<file path="config.mk">
export PLATFORM = sky130hd
export DESIGN_NAME = regfile_wr_arbiter_flat
export DESIGN_NICKNAME = d
export VERILOG_FILES = /design/src/rtl/regfile_wr_arbiter_if.sv /design/src/rtl/regfile_wr_arbiter.sv /design/src/flat_wrapper.sv
export SDC_FILE = /design/constraint.sdc
export NUM_CORES = 1
export LEC_CHECK = 0
export ABC_AREA = 1
export BUFFER_PORTS_ARGS = -buffer_cell sky130_fd_sc_hd__buf_2
export CAP_MARGIN = 30
export CORE_MARGIN = 3
export CORE_UTILIZATION = 33
export CTS_BUF_LIST = sky130_fd_sc_hd__clkbuf_16
export CTS_CLUSTER_DIAMETER = 40
export CTS_CLUSTER_SIZE = 25
export DETAILED_ROUTE_END_ITERATION = 10
export HOLD_SLACK_MARGIN = 0.03
export SLEW_MARGIN = 20
export SYNTH_ARGS = -nofsm -noshare
export SYNTH_HDL_FRONTEND = slang
export SYNTH_SLANG_ARGS = --single-unit
</file>
<file path="constraint.sdc">
create_clock -name clk -period 2.2 [get_ports clk]
set_clock_uncertainty 0.15 [all_clocks]
set_input_delay 0.22 -clock clk [delete_from_list [all_inputs] [get_ports clk]]
set_output_delay 0.22 -clock clk [all_outputs]
set_load 0.02 [all_outputs]
</file>
<file path="src/rtl/regfile_wr_arbiter_if.sv">
// regfile_wr_arbiter_if
//   Bundles the three writeback requesters, the register-file write port and
//   the lock/debug status of the register-file write arbiter.
//   Ports (signals):
//     alu_*  : requester 0 (valid/addr/data in, ready out)
//     ld_*   : requester 1 (valid/addr/data in, ready out)
//     dbg_*  : requester 2 (valid/addr/data/lock in, ready out)
//     write_register / write_data / regwrite_ctrl : registered write port
//     locked_o    : lock state active
//     fsm_state_o : raw arbiter state (0 = RR, 1 = LOCKED)
//   Modports: master = requester/register-file side, slave = arbiter.
interface regfile_wr_arbiter_if #(
  parameter int DATA_W = 32,
  parameter int ADDR_W = 5
);
  logic              alu_valid_i;
  logic [ADDR_W-1:0] alu_addr_i;
  logic [DATA_W-1:0] alu_data_i;
  logic              alu_ready_o;

  logic              ld_valid_i;
  logic [ADDR_W-1:0] ld_addr_i;
  logic [DATA_W-1:0] ld_data_i;
  logic              ld_ready_o;

  logic              dbg_valid_i;
  logic [ADDR_W-1:0] dbg_addr_i;
  logic [DATA_W-1:0] dbg_data_i;
  logic              dbg_lock_i;
  logic              dbg_ready_o;

  logic [ADDR_W-1:0] write_register;
  logic [DATA_W-1:0] write_data;
  logic              regwrite_ctrl;
  logic              locked_o;
  logic              fsm_state_o;

  modport master (
    output alu_valid_i, alu_addr_i, alu_data_i,
    output ld_valid_i, ld_addr_i, ld_data_i,
    output dbg_valid_i, dbg_addr_i, dbg_data_i, dbg_lock_i,
    input  alu_ready_o, ld_ready_o, dbg_ready_o,
    input  write_register, write_data, regwrite_ctrl, locked_o, fsm_state_o
  );

  modport slave (
    input  alu_valid_i, alu_addr_i, alu_data_i,
    input  ld_valid_i, ld_addr_i, ld_data_i,
    input  dbg_valid_i, dbg_addr_i, dbg_data_i, dbg_lock_i,
    output alu_ready_o, ld_ready_o, dbg_ready_o,
    output write_register, write_data, regwrite_ctrl, locked_o, fsm_state_o
  );
endinterface

</file>
<file path="src/rtl/regfile_wr_arbiter.sv">
// regfile_wr_arbiter
//   Round-robin arbiter for the single register-file write port, shared by
//   the ALU writeback (0), load return (1) and debug/host init (2) sources.
//   The granted write is registered and presented one cycle later on
//   write_register / write_data / regwrite_ctrl. The debug source may lock
//   the port for a burst, bounded to LOCK_MAX consecutive locked cycles.
//   Ports:
//     clk   : clock, rising edge
//     rst_n : synchronous active-low reset
//     bus   : regfile_wr_arbiter_if.slave (requesters + write port + status)
//
// Handshake: a transfer happens on a rising edge where valid && ready.
// Ready is combinational from the current valids and registered state, is
// one-hot or zero, is never high without its valid, and is 0 during reset.
// Requesters hold addr/data stable until ready; data is captured on transfer.
module regfile_wr_arbiter #(
  parameter int DATA_W   = 32,
  parameter int ADDR_W   = 5,
  parameter int LOCK_MAX = 16
) (
  input  logic                clk,
  input  logic                rst_n,
  regfile_wr_arbiter_if.slave bus
);

  typedef enum logic {
    ST_RR     = 1'b0,
    ST_LOCKED = 1'b1
  } state_e;

  localparam logic [7:0] LOCK_SAT  = 8'(LOCK_MAX);
  localparam logic [7:0] LOCK_LAST = 8'(LOCK_MAX - 1);

  state_e            state_q, state_d;
  logic [1:0]        ptr_q, ptr_d;
  logic [7:0]        lock_cnt_q, lock_cnt_d;
  logic              wr_en_q, wr_en_d;
  logic [ADDR_W-1:0] wr_addr_q, wr_addr_d;
  logic [DATA_W-1:0] wr_data_q, wr_data_d;

  logic [2:0]        req;
  logic [2:0]        grant_vec;
  logic [1:0]        grant_idx;
  logic              grant_any;
  logic [2:0]        cand_sum;
  logic [1:0]        cand;

  assign req = {bus.dbg_valid_i, bus.ld_valid_i, bus.alu_valid_i};

  // Grant selection: first valid requester starting at ptr, wrapping mod 3.
  // In LOCKED only the debug source can be granted.
  always_comb begin
    grant_vec = 3'b000;
    grant_idx = 2'd0;
    grant_any = 1'b0;
    cand_sum  = 3'd0;
    cand      = 2'd0;
    if (rst_n) begin
      if (state_q == ST_LOCKED) begin
        if (req[2]) begin
          grant_vec = 3'b100;
          grant_idx = 2'd2;
          grant_any = 1'b1;
        end
      end else begin
        for (int i = 0; i < 3; i++) begin
          cand_sum = {1'b0, ptr_q} + 3'(i);
          if (cand_sum >= 3'd3) cand_sum = cand_sum - 3'd3;
          cand = cand_sum[1:0];
          if (!grant_any && req[cand]) begin
            grant_vec[cand] = 1'b1;
            grant_idx       = cand;
            grant_any       = 1'b1;
          end
        end
      end
    end
  end

  // Next state, pointer, lock counter and registered write.
  always_comb begin
    state_d    = state_q;
    ptr_d      = ptr_q;
    lock_cnt_d = lock_cnt_q;
    wr_en_d    = grant_any;
    wr_addr_d  = wr_addr_q;
    wr_data_d  = wr_data_q;

    if (grant_any) begin
      ptr_d = (grant_idx == 2'd2) ? 2'd0 : grant_idx + 2'd1;
      unique case (grant_idx)
        2'd0:    begin wr_addr_d = bus.alu_addr_i; wr_data_d = bus.alu_data_i; end
        2'd1:    begin wr_addr_d = bus.ld_addr_i;  wr_data_d = bus.ld_data_i;  end
        default: begin wr_addr_d = bus.dbg_addr_i; wr_data_d = bus.dbg_data_i; end
      endcase
    end

    unique case (state_q)
      ST_RR: begin
        if (grant_vec[2] && bus.dbg_lock_i) begin
          state_d    = ST_LOCKED;
          lock_cnt_d = 8'd0;
        end
      end
      ST_LOCKED: begin
        lock_cnt_d = (lock_cnt_q == LOCK_SAT) ? lock_cnt_q : lock_cnt_q + 8'd1;
        // Timeout: this last locked cycle may still grant dbg, but the port
        // is released and fairness restarts at requester 0 regardless of
        // dbg_lock_i, so a fresh lock needs a transfer from an RR cycle.
        if (lock_cnt_q == LOCK_LAST) begin
          state_d = ST_RR;
          ptr_d   = 2'd0;
        end else if (grant_vec[2] && !bus.dbg_lock_i) begin
          state_d = ST_RR;
        end
      end
      default: state_d = ST_RR;
    endcase
  end

  always_ff @(posedge clk) begin
    if (!rst_n) begin
      state_q    <= ST_RR;
      ptr_q      <= 2'd0;
      lock_cnt_q <= 8'd0;
      wr_en_q    <= 1'b0;
      wr_addr_q  <= '0;
      wr_data_q  <= '0;
    end else begin
      state_q    <= state_d;
      ptr_q      <= ptr_d;
      lock_cnt_q <= lock_cnt_d;
      wr_en_q    <= wr_en_d;
      wr_addr_q  <= wr_addr_d;
      wr_data_q  <= wr_data_d;
    end
  end

  assign bus.alu_ready_o    = grant_vec[0];
  assign bus.ld_ready_o     = grant_vec[1];
  assign bus.dbg_ready_o    = grant_vec[2];
  assign bus.write_register = wr_addr_q;
  assign bus.write_data     = wr_data_q;
  assign bus.regwrite_ctrl  = wr_en_q;
  assign bus.locked_o       = (state_q == ST_LOCKED);
  assign bus.fsm_state_o    = state_q;

endmodule

</file>
<file path="src/flat_wrapper.sv">
// flat-port wrapper written by rule: the top's interface ports become plain ports
module regfile_wr_arbiter_flat 
#(
  parameter int DATA_W   = 32,
  parameter int ADDR_W   = 5,
  parameter int LOCK_MAX = 16
)
  (clk, rst_n, bus_alu_valid_i, bus_alu_addr_i, bus_alu_data_i, bus_ld_valid_i, bus_ld_addr_i, bus_ld_data_i, bus_dbg_valid_i, bus_dbg_addr_i, bus_dbg_data_i, bus_dbg_lock_i, bus_alu_ready_o, bus_ld_ready_o, bus_dbg_ready_o, bus_write_register, bus_write_data, bus_regwrite_ctrl, bus_locked_o, bus_fsm_state_o);
  regfile_wr_arbiter_if #(.DATA_W(DATA_W), .ADDR_W(ADDR_W)) bus_i ();
  input  logic clk;
  input  logic rst_n;
  input wire logic [$bits(bus_i.alu_valid_i)-1:0] bus_alu_valid_i;
  input wire logic [$bits(bus_i.alu_addr_i)-1:0] bus_alu_addr_i;
  input wire logic [$bits(bus_i.alu_data_i)-1:0] bus_alu_data_i;
  input wire logic [$bits(bus_i.ld_valid_i)-1:0] bus_ld_valid_i;
  input wire logic [$bits(bus_i.ld_addr_i)-1:0] bus_ld_addr_i;
  input wire logic [$bits(bus_i.ld_data_i)-1:0] bus_ld_data_i;
  input wire logic [$bits(bus_i.dbg_valid_i)-1:0] bus_dbg_valid_i;
  input wire logic [$bits(bus_i.dbg_addr_i)-1:0] bus_dbg_addr_i;
  input wire logic [$bits(bus_i.dbg_data_i)-1:0] bus_dbg_data_i;
  input wire logic [$bits(bus_i.dbg_lock_i)-1:0] bus_dbg_lock_i;
  output wire logic [$bits(bus_i.alu_ready_o)-1:0] bus_alu_ready_o;
  output wire logic [$bits(bus_i.ld_ready_o)-1:0] bus_ld_ready_o;
  output wire logic [$bits(bus_i.dbg_ready_o)-1:0] bus_dbg_ready_o;
  output wire logic [$bits(bus_i.write_register)-1:0] bus_write_register;
  output wire logic [$bits(bus_i.write_data)-1:0] bus_write_data;
  output wire logic [$bits(bus_i.regwrite_ctrl)-1:0] bus_regwrite_ctrl;
  output wire logic [$bits(bus_i.locked_o)-1:0] bus_locked_o;
  output wire logic [$bits(bus_i.fsm_state_o)-1:0] bus_fsm_state_o;
  assign bus_i.alu_valid_i = bus_alu_valid_i;
  assign bus_i.alu_addr_i = bus_alu_addr_i;
  assign bus_i.alu_data_i = bus_alu_data_i;
  assign bus_i.ld_valid_i = bus_ld_valid_i;
  assign bus_i.ld_addr_i = bus_ld_addr_i;
  assign bus_i.ld_data_i = bus_ld_data_i;
  assign bus_i.dbg_valid_i = bus_dbg_valid_i;
  assign bus_i.dbg_addr_i = bus_dbg_addr_i;
  assign bus_i.dbg_data_i = bus_dbg_data_i;
  assign bus_i.dbg_lock_i = bus_dbg_lock_i;
  assign bus_alu_ready_o = bus_i.alu_ready_o;
  assign bus_ld_ready_o = bus_i.ld_ready_o;
  assign bus_dbg_ready_o = bus_i.dbg_ready_o;
  assign bus_write_register = bus_i.write_register;
  assign bus_write_data = bus_i.write_data;
  assign bus_regwrite_ctrl = bus_i.regwrite_ctrl;
  assign bus_locked_o = bus_i.locked_o;
  assign bus_fsm_state_o = bus_i.fsm_state_o;
  regfile_wr_arbiter #(.DATA_W(DATA_W), .ADDR_W(ADDR_W), .LOCK_MAX(LOCK_MAX)) u_core (.clk(clk), .rst_n(rst_n), .bus(bus_i));
endmodule
</file>
* Word-level counts from Yosys, hierarchy flattened
Index checks and enable logic that the tools add are counted.
** Word-level totals
- Register bits :: 49
- Output and inout bits :: 43
- Logic and storage cells :: 103
** Operators by class
- Add/subtract/negate cells :: 7
- $lt $le $gt $ge :: 9
- Equality and inequality tests :: 6
- Multiplexer cells :: 60
- Bitwise gates (word level) :: 3
- Reduce and logical (&&, ||, !) cells :: 12
** Operators with widths (count)
- 32-bit case mux with 2 select lines :: 1
- 2-bit 2-to-1 mux :: 19
- 3-bit 2-to-1 mux :: 10
- 1-bit 2-to-1 mux :: 19
- 8-bit 2-to-1 mux :: 2
- 8-bit case mux with 2 select lines :: 1
- 5-bit case mux with 2 select lines :: 1
- 2-bit by 3-bit < comparator with 1-bit output (second input constant) :: 3
- 8-bit by 1-bit adder with 8-bit output (second input constant) :: 1
- 8-bit by 4-bit equality test with 1-bit output (second input constant) :: 1
- 8-bit by 5-bit equality test with 1-bit output (second input constant) :: 1
- 1-bit logical AND :: 7
- 1-bit binary-select mux with 2-bit select :: 3
- 1-bit demux with 2-bit select :: 3
- 2-bit by 1-bit greater-or-equal comparator with 1-bit output (second input constant) :: 3
- 3-bit by 2-bit greater-or-equal comparator with 1-bit output (second input constant) :: 2
- 3-bit OR :: 2
- 2-bit subtractor (second input constant) :: 3
- 2-bit by 1-bit adder with 3-bit output (second input constant) :: 1
- 2-bit by 2-bit adder with 3-bit output (second input constant) :: 1
- 1-bit zero test :: 3
- 2-bit by 1-bit adder with 2-bit output (second input constant) :: 1
- 2-bit by 1-bit equality test with 1-bit output (second input constant) :: 1
- 2-bit equality test (second input constant) :: 1
- other kinds (7) :: 7

* Depth between registers and ports, before layout
- Depth after elaboration :: 24
- Mapped depth :: 18

* Least setup slack after synthesis
OpenSTA, ideal clock, no wires.
- Path type :: register -> register
- From :: register u_core.ptr_q[0]
- To :: register u_core.wr_data_q[17] (netlist: u_core.bus.write_data[17])
- Data arrival time :: 1872 ps
- Path slack :: 62 ps
- Cell stages (with the launch flop) :: 15
- Cell sequence :: dfxtp_1 > inv_1 > ha_1 > inv_2 > nand2_1 > nand3_1 > nand2_1 > nand3_1 > nand3_4 > nand3_4 > nand2_2 > buf_4 > nor2_1 > o21ai_1 > nand2_1
** On the way
- Longest elaborated chain between the ends :: 21
** Ends and longest elaborated chain
- start: declaration :: RTL line regfile_wr_arbiter.sv:35 : logic [1:0] ptr_q, ptr_d;
- start signal: assignment :: RTL line regfile_wr_arbiter.sv:131 : ptr_q <= ptr_d;
- 2-bit subtractor or 2-bit greater-or-equal comparator (tied branches) :: RTL line regfile_wr_arbiter.sv:68 : if (cand_sum >= 3'd3) cand_sum = cand_sum - 3'd3;
- 2-bit 2-to-1 mux :: RTL line regfile_wr_arbiter.sv:68
- 2-bit 2-to-1 mux :: RTL line regfile_wr_arbiter.sv:59 : if (state_q == ST_LOCKED) begin
- 2-bit 2-to-1 mux :: RTL line regfile_wr_arbiter.sv:58 : if (rst_n) begin
- 1-bit binary-select mux with 2-bit select :: RTL line regfile_wr_arbiter.sv:70 : if (!grant_any && req[cand]) begin
- 1-bit 2-to-1 mux (implied by the code) :: RTL line regfile_wr_arbiter.sv:70
- 1-bit 2-to-1 mux :: RTL line regfile_wr_arbiter.sv:70
- 1-bit 2-to-1 mux :: RTL line regfile_wr_arbiter.sv:59
- (+5 left out)
- 1-bit 2-to-1 mux :: RTL line regfile_wr_arbiter.sv:58
- 1-bit zero test :: RTL line regfile_wr_arbiter.sv:70
- 1-bit logical AND :: RTL line regfile_wr_arbiter.sv:70
- 2-bit 2-to-1 mux :: RTL line regfile_wr_arbiter.sv:70
- 2-bit 2-to-1 mux :: RTL line regfile_wr_arbiter.sv:59
- 2-bit 2-to-1 mux :: RTL line regfile_wr_arbiter.sv:58
- 2-bit by 1-bit equality test with 1-bit output or 2-bit zero test (tied branches) :: RTL line regfile_wr_arbiter.sv:91 : unique case (grant_idx)
- 32-bit case mux with 2 select lines :: RTL line regfile_wr_arbiter.sv:91
- end signal: assignment :: RTL line regfile_wr_arbiter.sv:135 : wr_data_q <= wr_data_d;
- end: declaration :: RTL line regfile_wr_arbiter.sv:39 : logic [DATA_W-1:0] wr_data_q, wr_data_d;
Parallel ways exist; a longest one is shown, timed or not. The select of a mux whose other input is x is not followed.
A chain may end at the register's enable or synchronous reset.

* Final worst setup path
- From :: register u_core.ptr_q[0]
- To :: output port bus_ld_ready_o
** On the way
- Longest elaborated chain between the ends :: 19
** Ends and longest elaborated chain
- 2-bit subtractor or 2-bit greater-or-equal comparator (tied branches) :: RTL line regfile_wr_arbiter.sv:68
- 2-bit 2-to-1 mux :: RTL line regfile_wr_arbiter.sv:68
- 2-bit 2-to-1 mux :: RTL line regfile_wr_arbiter.sv:59
- 2-bit 2-to-1 mux :: RTL line regfile_wr_arbiter.sv:58
- 2-bit by 3-bit < comparator with 1-bit output (implied by the code), or another cell as far along :: RTL line regfile_wr_arbiter.sv:71 : grant_vec[cand] = 1'b1;
- 1-bit logical AND (implied by the code) or 1-bit 2-to-1 mux (tied branches) :: RTL line regfile_wr_arbiter.sv:71, regfile_wr_arbiter.sv:70
- 1-bit 2-to-1 mux, on equally long branches :: RTL line regfile_wr_arbiter.sv:71, regfile_wr_arbiter.sv:70
- 1-bit demux with 2-bit select or 1-bit 2-to-1 mux (tied branches)
- (+3 left out)
- 3-bit OR (no line) or 1-bit 2-to-1 mux (tied branches)
- 3-bit 2-to-1 mux or 1-bit 2-to-1 mux (tied branches) :: RTL line regfile_wr_arbiter.sv:70, regfile_wr_arbiter.sv:59
- 3-bit 2-to-1 mux or 1-bit 2-to-1 mux (tied branches) :: RTL line regfile_wr_arbiter.sv:59, regfile_wr_arbiter.sv:58
- 3-bit 2-to-1 mux or 1-bit zero test (tied branches) :: RTL line regfile_wr_arbiter.sv:58, regfile_wr_arbiter.sv:70
- 3-bit OR (no line) or 1-bit logical AND (tied branches)
- 3-bit 2-to-1 mux * :: RTL line regfile_wr_arbiter.sv:70
- 3-bit 2-to-1 mux * :: RTL line regfile_wr_arbiter.sv:59
- 3-bit 2-to-1 mux * :: RTL line regfile_wr_arbiter.sv:58
- end: declaration :: RTL line flat_wrapper.sv:23 : output wire logic [$bits(bus_i.ld_ready_o)-1:0] bus_ld_ready_o;
Every way passes the cells marked *; elsewhere a longest branch is shown, timed or not. The select of a mux whose other input is x is not followed.

==> run_results.csv <==
group,metric,value,unit
routing,wl,10.8,mm
floorplanning,fp-row-count,34,
clock_tree,numCtsBuffers,5,
clock_tree,clock-sinks,49,
power_and_ir_drop,leakagePower,0.00250,µW
worst_setup_path,end_kind,"primary output",
timing,setup_ws,-136,ps
cells_and_area,nFillCells,909,
outcome,outcome,"finished with violations",
floorplanning,core_area,8930,µm²
logic_synthesis,async_flop_share,0,
timing,setup_viol,38,
grt,grt_first_pass_wirelength,16.7,mm
timing,relSlewSlack,0.704,
routing,vias_per_cell,4.79,
floorplanning,die_h,103,µm
cells_and_area,final_core_util,0.519,
timing,drv_slew,0,
logic_synthesis,synth_flop_cell,"dfxtp_1",
grt,grt_max_degree,48,
logic_synthesis,ys_ff_latch,49,
power_and_ir_drop,report.power.total,7190,µW
clock_tree,cts.path.max_buffers,2,
placement,io_buffer_count,159,
logic_synthesis,synth_top_cell_by_area,"dfxtp_1",
floorplanning,start_util,0.348,
routing,drtIter0Drc,183,
worst_setup_path,critPathMaxFanout,4,
logic_synthesis,synth.most_common_cell,"nand2_1",
grt,track_usage,0.195,
logic_synthesis,ys_warn_count,0,
timing,hold_slack,37.9,ps
worst_setup_path,start_kind,"register",
logic_synthesis,yosysTopAreaCellShare,0.316,
floorplanning,fp.dieW,103,µm
logic_synthesis,avgSynthCellArea,6.10,µm²
floorplanning,design.die.area,10600,µm²
power_and_ir_drop,power_density,1550,nW/µm²
logic_synthesis,yosys-top-cells-count,"152 x nand2_1, 75 x nand3_1, 68 x nor2_1",
grt,grt_pass1_vias,3692,
logic_synthesis,syn_nets,632,
timing,rsz0062_at_grt,"yes",
logic_synthesis,synth_area_leaders,"dfxtp_1 32%, nand2_1 18%, nand3_1 12%",
timing,finalHoldViolCount,0,
grt,grt_overflow_total,0,
grt,antenna_found_initial,0,
timing,max_freq,428,MHz
clock_tree,insertion_delay,290,ps
cells_and_area,drive_above_1_share,0.372,
clock_tree,path_clk_slew,60,ps
cells_and_area,synthToLayoutAreaGrowth,49.3,%
logic_synthesis,synth_edf_count,0,
timing,min_period,2340,ps
placement,dp_hpwl,8.13,mm
min_path,hold_class,"in -> reg",
worst_setup_path,arrival,1970,ps
cells_and_area,num-nets-final,815,
outcome,violations,"setup timing",
logic_synthesis,yosysUniqueCellTypes,29,
timing,fin_tns_setup,-1780,ps
routing,wl_per_cell,13.4,µm
placement,place_ws,-155,ps
worst_setup_path,worstPathRequired,1830,ps
placement,routabilityCongestion,0.925,
logic_synthesis,syn_inst,509,
logic_synthesis,ys_seq_area_frac,0.316,
routing,vias,3835,
power_and_ir_drop,peakVddDrop,0.692,mV
routing,post-route-drc-count,0,
clock_tree,clock-root-buffer,"clkbuf_16",
clock_tree,cts_tree,"yes",
timing,worst_pin_slew,440,ps
cells_and_area,num_antenna_cells,0,
floorplanning,ios,160,
flow_run,drv_cap,0,
clock_tree,htree_levels,2,
logic_synthesis,syn_area,3110,µm²
worst_setup_path,worst-setup-path-type,"reg -> out",
timing,finalCritPeriodShare,1.06,
routing,dr.pass1.iters,5,
routing,ant_nets,0,
worst paths after layout:
check / start / endpoint / slack (ps) / cells past startpoint
max: u_core.ptr_q[0] / bus_ld_ready_o / -140 / 10
min: bus_alu_data_i[22] / u_core.bus.write_data[22] / 40 / 3
max reg2reg: u_core.ptr_q[0] / u_core.bus.write_register[4] / -70 / 15
min reg2reg: u_core.bus.write_data[12] / u_core.bus.write_data[12] / 320 / 2
flip-flops by register name, indices dropped and copies added, names as in the netlist:
name                       cells
u_core.bus.write_data         32
u_core.lock_cnt_q              8
u_core.bus.write_register      5
u_core.ptr_q                   2
u_core.bus.fsm_state_o         1
u_core.bus.regwrite_ctrl       1
power breakdown:
part           leakage (µW)  total (µW)  internal (µW)  switching (µW)
Sequential         0.000409        1480           1270             208
Combinational       0.00201        4860           1970            2890
Clock             0.0000826         852            529             324
Total               0.00250        7190           3770            3420
logic make-up (layout without fill, tap and decap cells):
family,after synthesis,after routing,share of synthesized area
xor gates and xnor gates,2,2,0.00564
AOI/OAI and AO/OA,48,48,0.0814
DFF,49,49,0.316
and+or+nand+nor,328,328,0.463
buffers and inverters,76,260,0.110
adders and majority gates,6,6,0.0242
metrics by stage:
step / instance area, µm² / cells
2_1_floorplan: 3110 / 509
3_3_place_gp: 4160 / 782
3_5_place_dp: 4160 / 782
4_1_cts: 4490 / 798
5_1_grt: 4640 / 801
6_report: 4640 / 801
cells in the final DEF, fill, tap and decap left out, types with 7 or more instances in the layout:
cell / netlist / layout
buf_2: 8 / 156
nand3_1: 75 / 69
buf_6: 2 / 8
nor2_1: 68 / 66
buf_4: 8 / 33
inv_1: 39 / 36
a21oi_1: 29 / 28
nand4_1: 16 / 16
dfxtp_1: 49 / 47
nand2_2: 4 / 7
nand2_1: 152 / 145
inv_2: 9 / 8
metal layers:
metal  track usage  part of all wire  wire length [µm]  vias to the layer above
li1              -                 -                 -                     2002
met1         0.245              0.44              4730                     1687
met2         0.339              0.48              5210                      134
met3        0.0419             0.063               675                       12
met4        0.0468             0.015               160                        0
met5             0                 0                 0                        -
worst max-delay path: stages (launching register included):
cell and delay, ps:
dfxtp_4 370, inv_2 50, ha_4 170, inv_2 70
nand2_1 50, inv_1 80, nor2_1 50, a21oi_2 250
nand3_1 130, a31oi_1 270, buf_4 200
repair_timing:
| item | in CTS | in global routing |
|---|---|---|
| setup endpoints to repair | 48 | 48 |
| resized for setup | 28 | 33 |
| pin swaps | 7 | 11 |
| cloned | 0 | 1 |
| buffers inserted | 8 | 2 |
| hold buffers | 0 | 0 |
final cells by class:
type / count / area, µm² / share of cell area
clock buffer: 5 / 125 / 0.0270
clock inverter: 3 / 37.5 / 0.00809
inverter: 50 / 210 / 0.0453
multi-input combinational: 384 / 1920 / 0.414
sequential: 49 / 988 / 0.213
tap: 108 / 135 / 0.0291
timing repair buffer: 202 / 1220 / 0.264
Power figures use the tool's default switching activity.
